## src/rtl/constraint_sample_engine_pkg.sv

```systemverilog
// rtl/constraint_sample_engine_pkg.sv - shared types, LFSR constants and sizing helper
package cse_pkg;

   localparam int          LFSR_W    = 32;
   localparam logic [31:0] LFSR_POLY = 32'h80200003;

   typedef enum logic [2:0] {IDLE, FILL, CHECK, PUSH, DONE} state_t;

   function automatic int nwords(input int cand_w);
      return (cand_w + LFSR_W - 1) / LFSR_W;
   endfunction

endpackage

```

## src/rtl/constraint_sample_engine_if.sv

```systemverilog
// rtl/constraint_sample_engine_if.sv - valid/ready solution port
interface constraint_sample_engine_if #(
   parameter int CAND_W = 311
);
   logic              sol_valid_o;
   logic              sol_ready_i;
   logic [CAND_W-1:0] sol_data_o;

   modport master (output sol_valid_o, output sol_data_o, input sol_ready_i);
   modport slave  (input sol_valid_o, input sol_data_o, output sol_ready_i);
endinterface

```

## src/rtl/constraint_sample_engine_lfsr.sv

```systemverilog
// rtl/constraint_sample_engine_lfsr.sv - 32-bit Galois LFSR with seed load and zero-seed fixup
module cse_lfsr32
   import cse_pkg::*;
(
   input  logic              clk,
   input  logic              rst,
   input  logic              load,
   input  logic [LFSR_W-1:0] seed,
   input  logic              step,
   output logic [LFSR_W-1:0] state,
   output logic [LFSR_W-1:0] next_state
);

   // next_state is the value the shift register consumes on the same step
   assign next_state = {1'b0, state[LFSR_W-1:1]} ^ (state[0] ? LFSR_POLY : '0);

   always_ff @(posedge clk) begin
      if (rst)
         state <= LFSR_W'(1);
      else if (load)
         state <= (seed == '0) ? LFSR_W'(1) : seed;
      else if (step)
         state <= next_state;
   end

endmodule

```

## src/rtl/constraint_sample_engine.sv

```systemverilog
// rtl/constraint_sample_engine.sv - random candidate generator and solution pusher; CSE_STATS_EN adds stall counter
module constraint_sample_engine
   import cse_pkg::*;
#(
   parameter int CAND_W = 311,
   parameter int CNT_W  = 16
)
(
   input  logic              clk,
   input  logic              rst,
   input  logic              start_i,
   input  logic              abort_i,
   input  logic [31:0]       seed_i,
   input  logic [CNT_W-1:0]  target_i,
   input  logic [31:0]       max_tries_i,
   output logic [CAND_W-1:0] cand_o,
   input  logic              sat_i,
   constraint_sample_engine_if.master sol,
   output logic              busy_o,
   output logic              done_o,
   output logic [CNT_W-1:0]  hits_o,
   output logic [31:0]       tries_o
`ifdef CSE_STATS_EN
   ,
   output logic [31:0]       stall_cycles_o
`endif
);

   localparam int NWORDS = nwords(CAND_W);
   localparam int WC_W   = (NWORDS > 1) ? $clog2(NWORDS) : 1;

   state_t            state;
   logic [CAND_W-1:0] cand_r;
   logic [WC_W-1:0]   word_cnt;
   logic [CNT_W-1:0]  target_r;
   logic [31:0]       budget_r;
   logic [CNT_W-1:0]  hits_r;
   logic [31:0]       tries_r;
   logic              sol_valid_r;
   logic              busy_r;
   logic              done_r;
   logic [31:0]       lfsr_state;
   logic [31:0]       lfsr_next;
   logic              start_ok;

   assign start_ok = start_i && !abort_i && (state == IDLE || state == DONE);

   cse_lfsr32 u_lfsr (
      .clk        (clk),
      .rst        (rst),
      .load       (start_ok),
      .seed       (seed_i),
      .step       ((state == FILL) && !abort_i),
      .state      (lfsr_state),
      .next_state (lfsr_next)
   );

   always_ff @(posedge clk) begin
      if (rst) begin
         state       <= IDLE;
         cand_r      <= '0;
         word_cnt    <= '0;
         target_r    <= '0;
         budget_r    <= '0;
         hits_r      <= '0;
         tries_r     <= '0;
         sol_valid_r <= 1'b0;
         busy_r      <= 1'b0;
         done_r      <= 1'b0;
      end else if (abort_i) begin
         // counters and LFSR keep their values for readback
         state       <= IDLE;
         sol_valid_r <= 1'b0;
         busy_r      <= 1'b0;
         done_r      <= 1'b0;
      end else begin
         case (state)
            IDLE, DONE: begin
               if (start_i) begin
                  target_r <= target_i;
                  budget_r <= max_tries_i;
                  hits_r   <= '0;
                  tries_r  <= '0;
                  word_cnt <= '0;
                  if (target_i == '0 || max_tries_i == '0) begin
                     state  <= DONE;
                     busy_r <= 1'b0;
                     done_r <= 1'b1;
                  end else begin
                     state  <= FILL;
                     busy_r <= 1'b1;
                     done_r <= 1'b0;
                  end
               end
            end
            FILL: begin
               cand_r   <= {cand_r[CAND_W-33:0], lfsr_next};
               word_cnt <= word_cnt + WC_W'(1);
               if (word_cnt == WC_W'(NWORDS - 1))
                  state <= CHECK;
            end
            CHECK: begin
               tries_r  <= tries_r + 32'd1;
               word_cnt <= '0;
               if (sat_i) begin
                  state       <= PUSH;
                  sol_valid_r <= 1'b1;
               end else if (tries_r + 32'd1 == budget_r) begin
                  state  <= DONE;
                  busy_r <= 1'b0;
                  done_r <= 1'b1;
               end else begin
                  state <= FILL;
               end
            end
            PUSH: begin
               if (sol.sol_ready_i) begin
                  hits_r      <= hits_r + CNT_W'(1);
                  sol_valid_r <= 1'b0;
                  if (hits_r + CNT_W'(1) == target_r || tries_r == budget_r) begin
                     state  <= DONE;
                     busy_r <= 1'b0;
                     done_r <= 1'b1;
                  end else begin
                     state <= FILL;
                  end
               end
            end
            default: begin
               state  <= IDLE;
               busy_r <= 1'b0;
               done_r <= 1'b0;
            end
         endcase
      end
   end

`ifdef CSE_STATS_EN
   logic [31:0] stall_r;

   always_ff @(posedge clk) begin
      if (rst)
         stall_r <= '0;
      else if (start_ok)
         stall_r <= '0;
      else if (state == PUSH && !sol.sol_ready_i && stall_r != '1)
         stall_r <= stall_r + 32'd1;
   end

   assign stall_cycles_o = stall_r;
`endif

   assign cand_o          = cand_r;
   assign sol.sol_data_o  = cand_r;
   assign sol.sol_valid_o = sol_valid_r;
   assign busy_o          = busy_r;
   assign done_o          = done_r;
   assign hits_o          = hits_r;
   assign tries_o         = tries_r;

endmodule

```

## src/flat_wrapper.sv

```systemverilog
// flat-port wrapper written by rule: the top's interface ports become plain ports
module constraint_sample_engine_flat import cse_pkg::*;
#(
   parameter int CAND_W = 311,
   parameter int CNT_W  = 16
)
  (clk, rst, start_i, abort_i, seed_i, target_i, max_tries_i, cand_o, sat_i, busy_o, done_o, hits_o, tries_o, sol_sol_valid_o, sol_sol_data_o, sol_sol_ready_i);
  constraint_sample_engine_if #(.CAND_W(CAND_W)) sol_i ();
  input  logic clk;
  input  logic rst;
  input  logic start_i;
  input  logic abort_i;
  input  logic [31:0] seed_i;
  input  logic [CNT_W-1:0] target_i;
  input  logic [31:0] max_tries_i;
  output logic [CAND_W-1:0] cand_o;
  input  logic sat_i;
  output logic busy_o;
  output logic done_o;
  output logic [CNT_W-1:0] hits_o;
  output logic [31:0] tries_o;
  output wire logic [$bits(sol_i.sol_valid_o)-1:0] sol_sol_valid_o;
  output wire logic [$bits(sol_i.sol_data_o)-1:0] sol_sol_data_o;
  input wire logic [$bits(sol_i.sol_ready_i)-1:0] sol_sol_ready_i;
  assign sol_sol_valid_o = sol_i.sol_valid_o;
  assign sol_sol_data_o = sol_i.sol_data_o;
  assign sol_i.sol_ready_i = sol_sol_ready_i;
  constraint_sample_engine #(.CAND_W(CAND_W), .CNT_W(CNT_W)) u_core (.clk(clk), .rst(rst), .start_i(start_i), .abort_i(abort_i), .seed_i(seed_i), .target_i(target_i), .max_tries_i(max_tries_i), .cand_o(cand_o), .sat_i(sat_i), .sol(sol_i), .busy_o(busy_o), .done_o(done_o), .hits_o(hits_o), .tries_o(tries_o));
endmodule
```

## config.mk

```make
export PLATFORM = sky130hd
export DESIGN_NAME = constraint_sample_engine_flat
export DESIGN_NICKNAME = d
export VERILOG_FILES = /design/src/rtl/constraint_sample_engine_pkg.sv /design/src/rtl/constraint_sample_engine_if.sv /design/src/rtl/constraint_sample_engine_lfsr.sv /design/src/rtl/constraint_sample_engine.sv /design/src/flat_wrapper.sv
export SDC_FILE = /design/constraint.sdc
export NUM_CORES = 1
export LEC_CHECK = 0
export ABC_CLOCK_PERIOD_IN_PS = 4900
export BUFFER_PORTS_ARGS = -buffer_cell sky130_fd_sc_hd__buf_2
export CORE_AREA = 2 2 295 297
export DETAILED_ROUTE_END_ITERATION = 10
export DIE_AREA = 0 0 297 299
export SETUP_SLACK_MARGIN = 0.02
export SLEW_MARGIN = 20
export SYNTH_ARGS = -nofsm -noshare
export SYNTH_HDL_FRONTEND = slang
export SYNTH_HIERARCHICAL = 1
export SYNTH_SLANG_ARGS = --single-unit
```

## constraint.sdc

```tcl
create_clock -name clk -period 4.9 [get_ports clk]
set_input_delay 1.47 -clock clk [delete_from_list [all_inputs] [get_ports clk]]
set_output_delay 1.47 -clock clk [all_outputs]
set_load 0.03 [all_outputs]
```

# ---- Word-level counts from Yosys, hierarchy flattened
# Cells that the tools add are included.
dict set report op_classes {
  n_reduce_logical 26
  n_eq_ne 15
  n_mux 36
  add_sub_neg 3
  bitwise_logic 3
}
# op count
set ops {}
lappend ops {{32-bit 2-to-1 mux} 5}
lappend ops {{32-bit == test} 2}
lappend ops {{32-bit logical NOT} 2}
lappend ops {{32-bit case mux with 2 select lines} 1}
lappend ops {{32-bit by 1-bit adder with 32-bit output (second input constant)} 1}
lappend ops {{16-bit 2-to-1 mux} 2}
lappend ops {{16-bit case mux with 2 select lines} 1}
lappend ops {{31-bit by 32-bit XOR with 32-bit output} 1}
lappend ops {{3-bit 2-to-1 mux} 7}
lappend ops {{16-bit by 1-bit adder with 16-bit output (second input constant)} 1}
lappend ops {{16-bit == test} 1}
lappend ops {{16-bit logical NOT} 1}
lappend ops {{3-bit AND reduction} 5}
lappend ops {{1-bit 2-to-1 mux} 14}
lappend ops {{3-bit case mux with 4 select lines} 1}
lappend ops {{4-bit case mux with 3 select lines} 1}
lappend ops {{2-bit inequality test (second input constant)} 5}
lappend ops {{1-bit case mux with 4 select lines} 2}
lappend ops {{2-bit nonzero test} 4}
lappend ops {{3-bit by 2-bit == test with 1-bit output (second input constant)} 2}
lappend ops {{6-bit AND reduction} 1}
lappend ops {{4-bit by 1-bit adder with 4-bit output (second input constant)} 1}
lappend ops {{4-bit == test (second input constant)} 1}
lappend ops {{4-bit 2-to-1 mux} 1}
lappend ops {{other kinds (13)} 20}
dict set report totals {
  reg_bits 449
  elab_cells 94
}

# ---- Depth between registers and ports, before layout
dict set report depth {
  ltp_word 6
  depth_mapped 12
}

# ---- Modules after synthesis
# The synthesis kept the hierarchy.
# mod cells_each instances area_per_inst_um2 seq_area_each_um2
set by_module_without_submodules {}
lappend by_module_without_submodules {constraint_sample_engine 2501 1 19093.3 8348.0}
lappend by_module_without_submodules {cse_lfsr32 219 1 1803.0 640.6}

# ---- Worst setup path before layout
# Ideal clock, no wire load.
dict set report synth_path {
  kind {register to register}
  start {register u_core.tries_r[0], in the netlist u_core/tries_o[0]}
  end {register u_core.busy_r, in the netlist u_core/busy_o}
  stages_incl_launch_ff 12
  required_ps 4828
  path_buffers 2
  path_slack_ps 1168
  arrival_ps 3661
  cell_sequence {dfxtp_1 ha_1 clkbuf_1 and4_1 and2_0 clkbuf_1 a31oi_1 or4_1 or4_1 or4_4 a211oi_2 mux2i_1}
}
dict set report synth_via {
  elab_chain_cells 4
  elab_cells_between_ends 7
  classes_between {add/sub (1); eq/ne (4); reduce/logical (2)}
}
# element line
set synth_lines {}
lappend synth_lines {{start: declaration} constraint_sample_engine.sv:38} ;# logic [31:0] tries_r;
lappend synth_lines {{start signal: assignment} constraint_sample_engine.sv:103} ;# tries_r <= tries_r + 32'd1;
lappend synth_lines {{32-bit by 1-bit adder with 32-bit output or 32-bit == test (tied branches)} {constraint_sample_engine.sv:108, constraint_sample_engine.sv:120}}
lappend synth_lines {{32-bit == test or 1-bit logical OR (tied branches)} {constraint_sample_engine.sv:108, constraint_sample_engine.sv:120}}
lappend synth_lines {{2-bit by 1-bit inequality test with 1-bit output (no source line)} n/a}
lappend synth_lines {{6-bit AND reduction (no source line) (*)} n/a}
lappend synth_lines {{end signal: assignment} constraint_sample_engine.sv:110} ;# busy_r <= 1'b0;
lappend synth_lines {{end signal: assignment} constraint_sample_engine.sv:122} ;# busy_r <= 1'b0;
lappend synth_lines {{end signal: assignment} constraint_sample_engine.sv:131} ;# busy_r <= 1'b0;
lappend synth_lines {{end: declaration} constraint_sample_engine.sv:40} ;# logic busy_r;
# Every way passes the cells marked *; elsewhere a longest branch is shown, timed or not.
# A chain may end at the register's enable or synchronous reset.

# ---- Worst setup path in the final report
dict set report layout_path {
  start {register u_core.tries_r[2], in the netlist u_core/tries_o[2]}
  end {register u_core.busy_r, in the netlist u_core/busy_o}
}
# The elaborated chain is that of the path after synthesis.

==> metrics.cfg <==
[run_status]
status=completed

[floorplan]
die_y_um=299
row_count=108
initial_utilization_pct=24.1
fp.dieW_um=297
io_pins=759
coreArea_sq_um=85900
die_area_sq_um=88800

[detailed_routing]
drt-initial-drc-count=1623
avgRoutedWirePerCell_um=18.4
firstDrtPassIters=5
drtAntennaViolNets=0
drc=0
wl_um=78100
viasPerCell=4.57
vias=19400

[clock_tree]
htreeDepth=2
clk-insertion-delay-late_ns=0.60
cts_tree=yes
post_cts_resized=0
cts_root_buf=clkbuf_16
cts_made_buffers=52
cts_hold_buf=0
path_clk_slew_ns=0.06
clkSinkCount=449
postCtsSetupBuffers=0
clock_path_buffers=3

[job]
maxCapViolCount=0

[sta]
relSlewSlack_pct=23.5
max_freq_ghz=0.251
whs_ns=0.461
worst_slew_pin_slew_ns=1.15
layout_min_cycle_time_ns=3.98
drv_slew=0
finClkSkew_ns=0.0266
setup_slack_ns=0.922
setup_viol=0
timing.final.crit_share_pct=81.2
rsz0062_at_grt=no
final-hold-violation-count=0
tns_ns=0

[place]
place.gp.congestion=0.927
dp_worst_setup_slack_ns=1.04
dpl.hpwl_um=57200
portBuffers=758

[worst_setup_path]
path_max_fanout=11
crit_type=reg -> reg
critPathArrivalTime_ns=4.51
cp-end-kind=register
cp.required_ns=5.43
start_kind=register

[global_routing]
grt_usage_pct=16.4
grt_pass1_vias=16700
grt_remaining_overflow=0
grt_pass1_wl_um=112000
antenna_found_initial=5
grt_max_degree=194

[power]
cellPowerDensity_nw_per_um2=329
leakage_nw=10.7
ir_worst_vdd_mv=0.227

[synth]
avgSynthCellArea_sq_um=7.68
netlist_instances=2691
netlist_area_sq_um=20700
syn-num-nets=2781
synth-warning-count=6

[finish]
nets=3124
fillers=9481
regArea_sq_um=8990
multi_input_area_sq_um=8580
post-route-util_pct=29.0
drive_gt1_share_pct=28.9
area_growth_pct=20.7

[min_path]
hold_path.class=reg -> reg

==> area by class of cell <==
cell class,count,share of cell area [%]
Tap cell,1155,5.79
Antenna cell,4,0.0401
Clock inverter,24,1.02
Clock buffer,74,6.19
Multi-Input combinational cell,1740,34.4
Inverter,13,0.231
Timing Repair Buffer,778,16.3
Sequential cell,449,36.0
==> worst paths after layout <==
| path | slack, ns | depth (start not counted) | to | start |
|---|---|---|---|---|
| min | 0.46 | 2 | u_core/cand_o[302]$_SDFFE_PP0P_ | u_core/cand_o[270]$_SDFFE_PP0P_ |
| max reg2reg | 0.92 | 9 | u_core/busy_o$_SDFFE_PP0P_ | u_core/tries_o[2]$_SDFFE_PP0P_ |
| min reg2reg | 0.46 | 2 | u_core/cand_o[302]$_SDFFE_PP0P_ | u_core/cand_o[270]$_SDFFE_PP0P_ |
| max | 0.92 | 9 | u_core/busy_o$_SDFFE_PP0P_ | u_core/tries_o[2]$_SDFFE_PP0P_ |
==> sequential cells by signal (all words and copies together) (netlist names) <==
name and count:
u_core/budget_r 32, u_core/busy_o 1, u_core/cand_o 311, u_core/done_o 1, u_core/hits_o 16, u_core/sol.sol_valid_o 1
u_core/state 3, u_core/target_r 16, u_core/tries_o 32, u_core/u_lfsr/state 32, u_core/word_cnt 4
==> layout by cell type (no fill, tap or decap), types with 14 or more instances in the layout <==
| master | n |
|---|---|
| a21oi_1 | 433 |
| buf_2 | 757 |
| clkbuf_16 | 53 |
| clkbuf_8 | 14 |
| dfxtp_1 | 449 |
| mux2i_1 | 34 |
| nand2_1 | 767 |
| nand3_1 | 30 |
| nand4_1 | 31 |
| nor2_1 | 132 |
| nor3_1 | 16 |
| nor4_1 | 30 |
| o21ai_0 | 31 |
| xnor2_1 | 42 |
| xor2_1 | 36 |
==> stage by stage <==
step | std cells | instance area [sq um] | total power, mW
after detailed placement | 4135 | 23100 | 4.24
after global routing | 4234 | 24900 | 8.52
after floorplan | 2691 | 20700 | 4.09
after CTS | 4233 | 24900 | 8.34
after global placement | 4135 | 23100 | 4.24
final | 4237 | 25000 | 8.22
==> power by group <==
group	total (mW)	switching (mW)	leakage [nW]	internal, mW
clock	4.05	1.64	0.880	2.41
sequential	3.73	0.0434	3.62	3.69
combinational	0.429	0.298	6.20	0.131
total	8.22	1.99	10.7	6.23
==> metal layers <==
layer	vias to the layer above	track usage, %	share of wire (%)
met1	9124	22.6	44
met3	115	2.98	7.2
met2	818	25.9	45
li1	9298	-	-
met4	0	5.46	3.1
met5	-	0	0
==> worst max-delay path, cell delays in order (launching register included) <==
cell      delay (ns)
dfxtp_1         0.53
nand3_1         0.37
or3_4           0.51
or3_1           0.40
a221oi_2        0.25
nand4_1         0.12
or4_1           0.59
or4_4           0.60
a211oi_2        0.32
mux2i_1         0.21
Note: power is estimated with default switching activity, not from simulation.
